`config.mk`:
```
export PLATFORM = sky130hd
export DESIGN_NAME = lock_ctrl_flat
export DESIGN_NICKNAME = d
export VERILOG_FILES = /design/src/rtl/lock_pkg.sv /design/src/rtl/lock_ctrl_if.sv /design/src/rtl/lockout_timer.sv /design/src/rtl/lock_ctrl.sv /design/src/flat_wrapper.sv
export SDC_FILE = /design/constraint.sdc
export NUM_CORES = 1
export LEC_CHECK = 0
export ABC_AREA = 0
export CAP_MARGIN = 20
export CORE_AREA = 2 2 46 48
export DETAILED_ROUTE_END_ITERATION = 12
export DIE_AREA = 0 0 48 50
export MAX_ROUTING_LAYER = met4
export PLACE_DENSITY_LB_ADDON = 0.3
export SLEW_MARGIN = 10
export SYNTH_ARGS = -nofsm -noshare
export SYNTH_HDL_FRONTEND = slang
export SYNTH_SLANG_ARGS = --single-unit
```
`constraint.sdc`:
```
create_clock -name clk -period 3.25 [get_ports clk]
set_input_delay 0.4875 -clock clk [delete_from_list [all_inputs] [get_ports clk]]
set_output_delay 0.4875 -clock clk [all_outputs]
set_load 0.01 [all_outputs]
```
`src/rtl/lock_pkg.sv`:
```
// Shared definitions for the keypad lock controller: key codes, password
// length and the controller FSM state encoding.
package lock_pkg;

    localparam logic [3:0] KEY_LOCK  = 4'hC;
    localparam logic [3:0] KEY_ENTER = 4'hE;
    localparam int         PWD_LEN   = 4;

    typedef enum logic [1:0] {
        ST_IDLE    = 2'd0,
        ST_ENTRY   = 2'd1,
        ST_LOCKOUT = 2'd2
    } state_t;

    function automatic logic is_digit(input logic [3:0] code);
        return (code <= 4'd9);
    endfunction

endpackage

```
`src/rtl/lock_ctrl_if.sv`:
```
// Keypad strobe interface: one-cycle key_valid qualifying a 4-bit key_code.
interface lock_ctrl_if;

    logic       key_valid;
    logic [3:0] key_code;

    modport master (
        output key_valid,
        output key_code
    );

    modport slave (
        input key_valid,
        input key_code
    );

endinterface

```
`src/rtl/lockout_timer.sv`:
```
// Loadable down-counter; o_done flags the last cycle of a loaded interval.
module lockout_timer #(
    parameter int WIDTH = 16
) (
    input  logic             clk,
    input  logic             rst,
    input  logic             i_load,
    input  logic [WIDTH-1:0] i_load_val,
    input  logic             i_en,
    output logic             o_done
);

    logic [WIDTH-1:0] r_cnt;

    always_ff @(posedge clk) begin
        if (rst) begin
            r_cnt <= '0;
        end else if (i_load) begin
            r_cnt <= i_load_val;
        end else if (i_en && (r_cnt != '0)) begin
            r_cnt <= r_cnt - WIDTH'(1);
        end
    end

    // Done on the count of one so a load of N yields exactly N enabled cycles.
    assign o_done = (r_cnt == WIDTH'(1));

endmodule

```
`src/rtl/lock_ctrl.sv`:
```
// Keypad lock controller driving a downstream NAND RS latch with Sn/Rn pulses.
// Optional lockout after three wrong codes is enabled by LOCK_CTRL_LOCKOUT_EN.
module lock_ctrl
    import lock_pkg::*;
#(
    parameter logic [15:0] PWD            = 16'h1155,
    parameter int          LOCKOUT_CYCLES = 1000
) (
    input  logic              clk,
    input  logic              rst,
    lock_ctrl_if.slave        key_if,
    output logic              Sn,
    output logic              Rn,
    output logic [2:0]        digit_cnt,
    output logic [1:0]        err_cnt,
    output logic              lockout
);

    localparam logic [2:0] CNT_FULL = 3'(PWD_LEN);

    state_t      r_state;
    state_t      w_state_next;
    logic [15:0] r_entry;
    logic [15:0] w_entry_next;
    logic [2:0]  r_digit_cnt;
    logic [2:0]  w_digit_cnt_next;
    logic        r_ovf;
    logic        w_ovf_next;
    logic [1:0]  r_err_cnt;
    logic [1:0]  w_err_cnt_next;
    logic [1:0]  w_err_inc;
    logic        r_sn;
    logic        w_sn_next;
    logic        r_rn;
    logic        w_rn_next;
    logic        w_match;
    logic        w_is_digit;

`ifdef LOCK_CTRL_LOCKOUT_EN
    logic        r_lockout;
    logic        w_lockout_next;
    logic        w_timer_load;
    logic        w_timer_done;

    lockout_timer #(
        .WIDTH (16)
    ) u_lockout_timer (
        .clk        (clk),
        .rst        (rst),
        .i_load     (w_timer_load),
        .i_load_val (16'(LOCKOUT_CYCLES)),
        .i_en       (r_state == ST_LOCKOUT),
        .o_done     (w_timer_done)
    );

    assign lockout = r_lockout;
`else
    logic        w_unused_cfg;

    assign w_unused_cfg = ^(16'(LOCKOUT_CYCLES));
    assign lockout      = 1'b0;
`endif

    assign w_is_digit = is_digit(key_if.key_code);
    assign w_err_inc  = (r_err_cnt == 2'd3) ? 2'd3 : (r_err_cnt + 2'd1);
    assign w_match    = (r_digit_cnt == CNT_FULL) && !r_ovf && (r_entry == PWD);

    always_comb begin
        w_state_next     = r_state;
        w_entry_next     = r_entry;
        w_digit_cnt_next = r_digit_cnt;
        w_ovf_next       = r_ovf;
        w_err_cnt_next   = r_err_cnt;
        w_sn_next        = 1'b1;
        w_rn_next        = 1'b1;
`ifdef LOCK_CTRL_LOCKOUT_EN
        w_lockout_next   = r_lockout;
        w_timer_load     = 1'b0;
`endif
        case (r_state)
            ST_IDLE, ST_ENTRY: begin
                if (key_if.key_valid) begin
                    if (w_is_digit) begin
                        if (r_digit_cnt < CNT_FULL) begin
                            w_entry_next     = {r_entry[11:0], key_if.key_code};
                            w_digit_cnt_next = r_digit_cnt + 3'd1;
                            w_state_next     = ST_ENTRY;
                        end else begin
                            w_ovf_next = 1'b1;
                        end
                    end else if (key_if.key_code == KEY_ENTER) begin
                        w_entry_next     = '0;
                        w_digit_cnt_next = '0;
                        w_ovf_next       = 1'b0;
                        w_state_next     = ST_IDLE;
                        if (w_match) begin
                            w_sn_next      = 1'b0;
                            w_err_cnt_next = 2'd0;
                        end else begin
                            w_rn_next      = 1'b0;
                            w_err_cnt_next = w_err_inc;
`ifdef LOCK_CTRL_LOCKOUT_EN
                            if (w_err_inc == 2'd3) begin
                                w_state_next   = ST_LOCKOUT;
                                w_lockout_next = 1'b1;
                                w_timer_load   = 1'b1;
                            end
`endif
                        end
                    end else if (key_if.key_code == KEY_LOCK) begin
                        w_rn_next        = 1'b0;
                        w_entry_next     = '0;
                        w_digit_cnt_next = '0;
                        w_ovf_next       = 1'b0;
                        w_state_next     = ST_IDLE;
                    end
                end
            end
            ST_LOCKOUT: begin
`ifdef LOCK_CTRL_LOCKOUT_EN
                // Keys are dropped here; only the timer moves us out.
                if (w_timer_done) begin
                    w_state_next   = ST_IDLE;
                    w_lockout_next = 1'b0;
                    w_err_cnt_next = 2'd0;
                end
`else
                w_state_next = ST_IDLE;
`endif
            end
            default: begin
                w_state_next = ST_IDLE;
            end
        endcase
    end

    // Reset holds Rn low so the latch is forced closed while rst is high.
    always_ff @(posedge clk) begin
        if (rst) begin
            r_state     <= ST_IDLE;
            r_entry     <= '0;
            r_digit_cnt <= '0;
            r_ovf       <= 1'b0;
            r_err_cnt   <= '0;
            r_sn        <= 1'b1;
            r_rn        <= 1'b0;
        end else begin
            r_state     <= w_state_next;
            r_entry     <= w_entry_next;
            r_digit_cnt <= w_digit_cnt_next;
            r_ovf       <= w_ovf_next;
            r_err_cnt   <= w_err_cnt_next;
            r_sn        <= w_sn_next;
            r_rn        <= w_rn_next;
        end
    end

`ifdef LOCK_CTRL_LOCKOUT_EN
    always_ff @(posedge clk) begin
        if (rst) begin
            r_lockout <= 1'b0;
        end else begin
            r_lockout <= w_lockout_next;
        end
    end
`endif

    assign Sn        = r_sn;
    assign Rn        = r_rn;
    assign digit_cnt = r_digit_cnt;
    assign err_cnt   = r_err_cnt;

endmodule

```
`src/flat_wrapper.sv`:
```
// flat-port wrapper written by rule: the top's interface ports become plain ports
module lock_ctrl_flat import lock_pkg::*;
#(
    parameter logic [15:0] PWD            = 16'h1155,
    parameter int          LOCKOUT_CYCLES = 1000
)
  (clk, rst, Sn, Rn, digit_cnt, err_cnt, lockout, key_if_key_valid, key_if_key_code);
  lock_ctrl_if key_if_i ();
  input  logic clk;
  input  logic rst;
  output logic Sn;
  output logic Rn;
  output logic [2:0] digit_cnt;
  output logic [1:0] err_cnt;
  output logic lockout;
  input wire logic [$bits(key_if_i.key_valid)-1:0] key_if_key_valid;
  input wire logic [$bits(key_if_i.key_code)-1:0] key_if_key_code;
  assign key_if_i.key_valid = key_if_key_valid;
  assign key_if_i.key_code = key_if_key_code;
  lock_ctrl #(.PWD(PWD), .LOCKOUT_CYCLES(LOCKOUT_CYCLES)) u_core (.clk(clk), .rst(rst), .key_if(key_if_i), .Sn(Sn), .Rn(Rn), .digit_cnt(digit_cnt), .err_cnt(err_cnt), .lockout(lockout));
endmodule
```
# [Word level (Yosys, flattened, before mapping)]
# Index checks and enable logic that the tools add are counted.
[op_classes] n_addsub=2 mul=0 div=0 n_lt_le_gt_ge=2 eq_ne=8 n_shift=0 mux=25 bitwise=4 n_reduce_logical=12
[op_table] cell="$mux W16" n=4
[op_table] cell="$eq A16 B13 Y1 const B" n=1
[op_table] cell="$mux W2" n=6
[op_table] cell="$mux W3" n=4
[op_table] cell="$reduce_and A4 Y1" n=3
[op_table] cell="$mux W1" n=11
[op_table] cell="$eq A4 B4 Y1 const B" n=2
[op_table] cell="$reduce_or A5 Y1" n=1
[op_table] cell="$le A4 B4 Y1 const B" n=1
[op_table] cell="$ne A2 B2 Y1 const B" n=2
[op_table] cell="$not A1 Y1" n=4
[op_table] cell="$reduce_or A2 Y1" n=2
[op_table] cell="$add A3 B1 Y3 const B" n=1
[op_table] cell="$eq A3 B3 Y1 const B" n=1
[op_table] cell="$lt A3 B3 Y1 const B" n=1
[op_table] cell="$reduce_and A3 Y1" n=1
[op_table] cell="$reduce_bool A3 Y1" n=1
[op_table] cell="$add A2 B1 Y2 const B" n=1
[op_table] cell="$eq A2 B1 Y1 const B" n=1
[op_table] cell="$eq A2 B2 Y1 const B" n=1
[op_table] cell="$logic_and A1 B1 Y1" n=2
[op_table] cell="$logic_not A2 Y1" n=1
[op_table] cell="$logic_not A1 Y1" n=1
[word_totals] ff_bits=26 latch_bits=0 ram_bits=0 rom_bits=0 input_bits=7 wordCells=60 memories=0

# [Depth between registers and ports, before layout]
[depth] depth_word=8 ltp_mapped=6 depth_no_buf=6

# [Least setup slack after synthesis]
# No wires, ideal clock.
[synth_timing] path_type="input -> register" startpoint="input key_if_key_valid" endpoint="register u_core.r_sn (netlist: u_core.Sn)" t_arrival_ns=1.333 slack_ns=1.783 path_stages=4 n_path_buf=1 cell_sequence="buf_4 > and4b_1 > nand2_1 > or4_1"
[synth_via] elab_chain_len=2
[synth_rtl] element="start: declaration" line_no="flat_wrapper.sv:16" source="input wire logic [$bits(key_if_i.key_valid)-1:0] key_if_key_valid;"
[synth_rtl] element="$not A1 Y1 (no line)"
[synth_rtl] element="$reduce_or A5 Y1 (no line)"
[synth_rtl] element="end signal: assignment" line_no="lock_ctrl.sv:153" source="r_sn <= w_sn_next;"
[synth_rtl] element="end: declaration" line_no="lock_ctrl.sv:32" source="logic r_sn;"
# No other way between the ends.
# A chain may end at the register's enable or synchronous reset.

# [Worst setup path in the final report]
[layout_timing] startpoint="register u_core.r_digit_cnt[2] (netlist: u_core.digit_cnt[2])" endpoint="output digit_cnt[2]"
[layout_lines] element="start: declaration" line_no="lock_ctrl.sv:25" source="logic [2:0] r_digit_cnt;"
[layout_lines] element="start signal: assignment" line_no="lock_ctrl.sv:150" source="r_digit_cnt <= w_digit_cnt_next;"
[layout_lines] element="end: declaration" line_no="flat_wrapper.sv:13" source="output logic [2:0] digit_cnt;"
# No word-level cell between the ends.

==> results.md <==
- First-pass GRT wire length: 3.08 mm
- WP buf/inv: 1
- Initial antenna violation count: 0
- Worst path required time: 2.76 ns
- Mapped Nets: 95
- Crit-path leading delay family: buffers and inverters
- Vias: 695
- Pre-antenna DRT Iters: 4
- Critical-path cell list: clkdlybuf4s50_1
- Syn avg cell area: 11.8 um^2
- Peak VDD IR: 0.331 mV
- Final #Nets: 108
- Cells after DPL: 121
- Vias/cell: 5.56
- Fmax: 521 MHz
- FF+latch count, synth: 24
- Setup TNS: 0 ns
- Power per cell area: 433 nW/um^2
- Critical Path AT: 1.43 ns
- CTS resizes: 0
- Antenna Nets Post-Route: 0
- FILL cells: 154
- Post-synth EDFFs: 0
- Clk sink count: 24
- Share of the synthesized area in the top cell type: 47.3%
- Slew Limit Fails: 0
- Design Power: 509 uW
- Asr flop ratio synth: 0%
- Hold Path Origin: u_core.r_entry[12]
- Final Wtd Congestion: 0.764
- DRT iter0 DRCs: 12
- Initial Util: 53.4%
- Reg-to-reg slack, setup: 1.74 ns
- Min-Delay Path Class: reg2reg
- Area grow syn2layout: 15.6%
- Max-Cap Viols: 0
- Synth unique cells: 35
- Share of the clock period used by the worst path: 59.0%
- Hold-critical path endpoint: u_core.r_entry[12]
- Crit-path slowest cell: clkdlybuf4s50_1
- Leading area contributor after synthesis: dfxtp_1
- Number of buffers added for setup after CTS: 0
- Slew headroom: 60.5%
- Placement Rows: 16
- Element type at the critical path end: primary output
- Die Y: 50 um
- DR DRC count: 0
- CTS tree: done
- Clk buf depth: 2
- Synth cell count leaders: dfxtp_1, a22o_1, buf_4
- Final setup vio count: 0
- Met2 wire length: 745 um
- Grt ovf: 0
- Cell count after synthesis: 86
- Clk pin slew, worst setup/hold paths: 0.13 ns
- Final min period: 1.92 ns
- Clock skew: 0.0106 ns
- Core area: 1900 um^2
- Hold Buf Count CTS: 0
- Clock buffer count from CTS: 3
- Status: complete, no violations
- Share of layout cells above drive strength 1: 18.4%
- Vias in the first global route: 661
- Worst-skew pair later-pin latency: 0.31 ns
- Crit path kind: reg2out
- M1 wire length: 887 um
- Finished Layout Cells: 125
- Average routed wire per standard cell: 13.6 um
- Top_reg_cell synth: dfxtp_1
- Top layer in use: met4
- R2R Path Start: u_core.digit_cnt[0]
- Routed Wire Length: 1.70 mm
- CP startpoint kind: register
- Top cells by area, synth: dfxtp_1, a22o_1, and4bb_2
- Multi-input gate area: 483 um^2
- Worst-Margin Slew: 0.590 ns
- Storage element area: 480 um^2
- Die W: 48 um
- Cells on Worst Hold Path: 1
- Final Hold Viols: 0
- Number of I/O port buffers: 13
- # IOs: 15
- Met3 WL: 50 um
- Critical path's largest stage delay: 0.60 ns
- YS warnings: 0
- Largest net degree at the start of global routing: 17
- Post-synthesis sequential area ratio: 47.3%
- H-tree level count: 1
- Cell Area, Synth: 1020 um^2
- Root Buffer: clkbuf_4
- # diodes: 0
- Total GRT Usage: 18.0%
- DP Wirelength: 1.23 mm
- Crit path max fanout: 8
- Leak Pwr: 0.427 nW
- Reg-to-reg endpoint: u_core.Sn
- Die ar.: 2400 um^2
- Count leader, synth: dfxtp_1
- RSZ-0062 raised after global routing: false
- R2r worst-path depth: 5
[cell type report]
class / instances / area share [%]
clock buffers: 4 / 3.09
inverters: 3 / 0.958
multi-input cells: 54 / 41.1
flip-flops and latches: 24 / 40.9
well taps: 27 / 2.88
repair buffers: 13 / 11.1
[worst max-delay path by stage]
stage | cells past startpoint | from | to
floorplan | 4 | key_if_key_valid | u_core.Sn
global placement | 4 | key_if_key_valid | u_core.Sn
global route | 1 | u_core.digit_cnt[2] | digit_cnt[2]
finish | 1 | u_core.digit_cnt[2] | digit_cnt[2]
detailed placement | 5 | key_if_key_code[1] | u_core.digit_cnt[0]
CTS | 1 | u_core.digit_cnt[2] | digit_cnt[2]
[report_power, final]
group,switching [mW],internal (mW),leakage (nW)
clock,0.0823,0.0683,0.0210
sequential,0.00547,0.301,0.195
combinational,0.0249,0.0268,0.211
total,0.113,0.396,0.427
[per-layer routing]
| metal | track usage (%) | vias up |
|---|---|---|
| met5 | - | - |
| met4 | 5.41 | 0 |
| met3 | 3.30 | 2 |
| met2 | 22.2 | 14 |
| met1 | 29.3 | 325 |
| li1 | - | 354 |
[registers in the layout, summed over array words and instances, names as in the netlist]
| register | cells |
|---|---|
| u_core.Rn | 1 |
| u_core.Sn | 1 |
| u_core.err_cnt | 2 |
| u_core.r_entry | 16 |
| u_core.digit_cnt | 3 |
| u_core.r_ovf | 1 |
[cells in the final DEF, fill, tap and decap left out, drive strengths merged, types with 2 or more instances in the layout]
cell type,instances
a21boi,2
nand2,3
inv,3
nor4b,2
nor2b,2
nor3,2
a22o,15
clkdlybuf4s50,13
nand3b,2
clkbuf,4
and4bb,3
dfxtp,24
o21ba,2
o2bb2ai,2
ha,2
a21oi,3
[per-stage QoR]
| step | hold slack, ns | setup slack, ns | area [um^2] | utilization [%] |
|---|---|---|---|---|
| final | 0.485 | 1.33 | 1170 | 61.8 |
| after global routing | 0.510 | 1.26 | 1170 | 61.8 |
| after CTS | 0.485 | 1.33 | 1170 | 61.8 |
| after detailed placement | 0.457 | 1.12 | 1140 | 59.9 |
| after global placement | 0.457 | 1.14 | 1140 | 59.9 |
| after floorplan | 0.434 | 1.78 | 1020 | - |
[kinds of logic (layout without fill, tap and decap cells)]
| group | count (synthesis) | after routing | share of synthesized area, % |
|---|---|---|---|
| flops | 24 | 24 | 47.3 |
| fa+ha+maj | 2 | 2 | 2.46 |
| buf+inv | 8 | 20 | 5.17 |
| compound gates | 28 | 28 | 24.6 |
| other cells | 1 | 1 | 0.369 |
| mux | 1 | 1 | 1.11 |
| simple gates | 22 | 22 | 19.0 |
No activity file was read; power rests on OpenSTA's default activity.
==> variant 1 (config.mk and constraints unchanged) <==
Remove the register `r_rn`: a continuous assignment takes its place, so the output `Rn` follows one clock earlier.
--- a/src/rtl/lock_ctrl.sv
+++ b/src/rtl/lock_ctrl.sv
@@ -145,3 +145,2 @@
             r_sn        <= 1'b1;
-            r_rn        <= 1'b0;
         end else begin
@@ -153,5 +152,6 @@
             r_sn        <= w_sn_next;
-            r_rn        <= w_rn_next;
         end
     end
+
+    assign r_rn = w_rn_next;
 
Behaviour: not the same (a bounded check fails within 4 cycles, from zero or initial values and one cycle with rst high).
==> variant 1 against the unedited design <==
Critical path depth grew 4; register-to-register slack gained 30 ps; cell area shrank 3.8%; sequential cell count down 1; area after synthesis shrank 3.8%; wire length increased by 4.2%; setup slack lost 750 ps; hold slack better by 9.5 ps; power is 7.7% lower; global-route usage fell by 0.51 points; largest cell class unchanged; largest power group unchanged.
==> variant 1: results (changes against the unedited design) <==
- Starting DRT DRC Count: 8 (-4)
- Crit path max-delay family: simple AND/OR/NAND/NOR gates
- Tightest Hold Check Type: register to register
- Hold EP: u_core.r_entry[12]
- Total track usage: 17.5% (-0.51 points)
- CTS resizes: 0 (unchanged)
- Max reg flops: 16 (unchanged)
- R2r setup slk: 1770 ps (+30 ps)
- Max Root-Sink Buffers: 2 (unchanged)
- Slowest cell delay on critical path: 530 ps (-70 ps)
- Hold Crit Depth: 1 (unchanged)
- Worst VDD drop: 269 uV (-19%)
- Outcome: completed
- Setup TNS: 0 ps (unchanged)
- Seq/Total Area, Yosys: 47.1% (-0.17 points)
- Clock transition at path regs: 110 ps (-20 ps)
- Drt first pass iters: 4 (unchanged)
- Post-Synth XOR/XNOR Area: 0% (unchanged)
- Most flops, register: u_core.r_entry
- Nets: 113 (+4.6%)
- Reg-to-Reg Start: u_core.digit_cnt[2]
- Final estimated routing congestion in global placement: 0.819 (+7.2%)
- Slowest stage cell, crit path: clkdlybuf4s50_1
- Worst Tran Pin Value: 530 ps (-60.2 ps)
- FF-to-FF End: u_core.r_entry[10]
- Mux contribution to synthesized area: 0% (-1.1 points)
- Critical Path Fanout Max: 4 (-4)
- Number of global-route vias before repair: 679 (+2.7%)
- Reg2Reg Depth: 4 (-1)
- Synth area leaders: dfxtp_1 47%, a22o_2 10%, a22o_1 3.6%
- Wire per inst: 13.6 um (+0.23%)
- Commonest cells in the netlist: 23 x dfxtp_1, 10 x a22o_2, 5 x nand2_1
- Syn nets: 100 (+5.3%)
- Post-Synth Adder-Cell Area: 2.56% (+0.098 points)
- Largest net degree at the start of global routing: 15 (-2)
- Leak: 0.000398 uW (-6.8%)
- Clk_lat worst skew: roughly 300 ps
- DR vias: 733 (+5.5%)
- Crit path DAT: 2180 ps (+750 ps)
- Synth Area in Compound Gates: 27.5% (+2.9 points)
- Layout Skew: 5.11 ps (-5.54 ps)
- Buffer count from post-CTS setup fixing: 0 (unchanged)
- Global-route wire length before repair: 2.90 mm (-5.8%)
- Yosys Warn Count: 0 (unchanged)
- Async SR Flop Fraction: 0% (unchanged)
- Share of post-route cells with drive strength above 1: 17.5% (-0.89 points)
- Hpwl dp: 1.27 mm (+3.9%)
variant 1: cell types whose count changed after synthesis, moves of 2 or more:
cell      before  now
a21boi_0       2    0
a22o_1        13    4
nand2_1        3    5
o21ai_0        0    4
a22o_2         2   10
nand4b_1       0    2
a21oi_1        2    4
o21ba_2        2    0
nor2_1         1    3
and4bb_2       3    0
variant 1: power by group:
| part | switching [uW] | internal, uW | total, uW | leakage (uW) |
|---|---|---|---|---|
| registers | 4.53 | 287 | 292 | 0.000186 |
| clock network | 80.8 | 47.9 | 129 | 0.0000150 |
| logic | 26.7 | 22.6 | 49.3 | 0.000197 |
variant 1: worst max-delay path by stage:
stage,start,endpoint,cells after the start
final,u_core.r_entry[9],Rn,5
after CTS,u_core.r_entry[9],Rn,5
after global placement,key_if_key_code[3],Rn,5
after floorplan,u_core.r_entry[9],Rn,4
after global routing,u_core.r_entry[9],Rn,5
after detailed placement,key_if_key_code[3],Rn,5
variant 1: final cells by class:
type                       count  area (um2)
clock buffer                   4        26.3
fill                         183         772
inverter                       4        15.0
multi-input combinational     59         464
sequential                    23         460
tap                           27        33.8
timing repair buffer          13         130
variant 1: per-layer routing:
metal,share of wire [%],wire [um],global-route usage (%)
met1,47,831,20.7
met5,0,0,-
met3,3.7,66,5.49
met2,48,854,27.6
met4,1.1,19,5.41
variant 1: through the flow:
stage / hold slack [ps] / std cells / cell area (um2) / setup WS (ps)
2_1_floorplan: 440 / 91 / 977 / 1580
5_1_grt: 511 / 130 / 1130 / 399
3_3_place_gp: 461 / 126 / 1100 / 793
6_report: 494 / 130 / 1130 / 580
4_1_cts: 497 / 130 / 1130 / 543
3_5_place_dp: 466 / 126 / 1100 / 751
variant 1: cells by family (layout without fill, tap and decap cells):
logic type | after synthesis | count (layout)
other | 1 | 1
adders and majority gates | 2 | 2
buffers and inverters | 9 | 21
and+or+nand+nor | 24 | 24
DFF | 23 | 23
AOI/OAI and AO/OA | 32 | 32
variant 1: worst register-to-register path, delay by kind of cell, from the launching register on:
kind                   cells  cell delay (ps)
DFF                        1              480
AOI/OAI and AO/OA          3              830
buffers and inverters      1              120
==> variant 2 (same flow settings) <==
Without the edit above. `PWD` is set to 16'h1155 in 2 places; all go to 16'h1000.
--- a/src/rtl/lock_ctrl.sv
+++ b/src/rtl/lock_ctrl.sv
@@ -5,3 +5,3 @@
 #(
-    parameter logic [15:0] PWD            = 16'h1155,
+    parameter logic [15:0] PWD            = 16'h1000,
     parameter int          LOCKOUT_CYCLES = 1000
--- a/src/flat_wrapper.sv
+++ b/src/flat_wrapper.sv
@@ -3,3 +3,3 @@
 #(
-    parameter logic [15:0] PWD            = 16'h1155,
+    parameter logic [15:0] PWD            = 16'h1000,
     parameter int          LOCKOUT_CYCLES = 1000
Check against the original RTL: not equivalent (a bounded check fails within 10 cycles, from zero or initial values and one cycle with rst high).
==> variant 2 against the unedited design <==
Power grew 13%; final cell count grew 2.4%; clock skew grew 3.1 ps; synthesized cell count grew 2.3%; register-to-register slack lost 270 ps; sequential cell count is the same; wire length grew 12%; critical endpoint is now u_core.digit_cnt[0]; largest cell class is now sequential cells; setup slack lost 63 ps; combinational power grew 0.8%; area after synthesis shrank 7.6%; cell area shrank 3.1%.
==> variant 2: results (changes against the unedited design) <==
- Final estimated routing congestion in global placement: 0.823 (+7.7%)
- Worst VDD drop: 444 uV (+34%)
- Nets: 111 (+2.8%)
- Global-route wire length before repair: 2.96 mm (-4.0%)
- Leak: 0.000421 uW (-1.3%)
- Crit path DAT: 2200 ps (+770 ps)
- Mux contribution to synthesized area: 1.20% (+0.092 points)
- Post-synth cell types: 30 (-14%)
- Number of global-route vias before repair: 666 (+0.76%)
- Seq/Total Area, Yosys: 51.2% (+3.9 points)
- Clock power share: 37.5% (+7.9 points)
- Starting DRT DRC Count: 19 (+7)
- Syn nets: 97 (+2.1%)
- Vias/cell: 5.77 (+3.7%)
- Synth area leaders: dfxtp_1 51%, a22o_1 14%, and4bb_2 2.7%
- Outcome: completed
- Hpwl dp: 1.29 mm (+5.0%)
- Slowest cell delay on critical path: 500 ps (-100 ps)
- Share of post-route cells with drive strength above 1: 11.9% (-6.5 points)
- Switch share: 21.2% (-0.93 points)
- Post-Synth Adder-Cell Area: 2.67% (+0.20 points)
- Placed Cells: 123 (+1.7%)
- Total track usage: 17.8% (-0.22 points)
- Wire per inst: 14.8 um (+9.1%)
- DP Worst Slack: 592 ps (-527 ps)
- Post-Route WL: 1.90 mm (+12%)
==> variant 2: path summary, 6_finish.rpt <==
path              slack, ps  cells after the start                   to                start
hold / removal          490                      1   u_core.r_entry[12]   u_core.r_entry[12]
setup reg to reg       1470                      6            u_core.Sn  u_core.digit_cnt[0]
hold reg to reg         490                      1   u_core.r_entry[12]   u_core.r_entry[12]
setup / recovery       1270                      6  u_core.digit_cnt[0]   key_if_key_code[1]
==> variant 2: final cells by class <==
| cell class | instances | area, um2 |
|---|---|---|
| fillers | 177 | 763 |
| flip-flops and latches | 24 | 480 |
| multi-input cells | 55 | 415 |
| repair buffers | 15 | 145 |
| well taps | 27 | 33.8 |
| clock inverters | 1 | 30.0 |
| clock buffers | 3 | 22.5 |
| inverters | 3 | 11.3 |
==> variant 2: routing by layer <==
metal  track usage, %  share of wire, %  vias to the layer above
met3             5.49               4.1                        8
li1                 -                 -                      358
met5                -                 0                        -
met1             22.8                47                      356
met2             25.8                46                       16
met4             6.76               3.3                        0
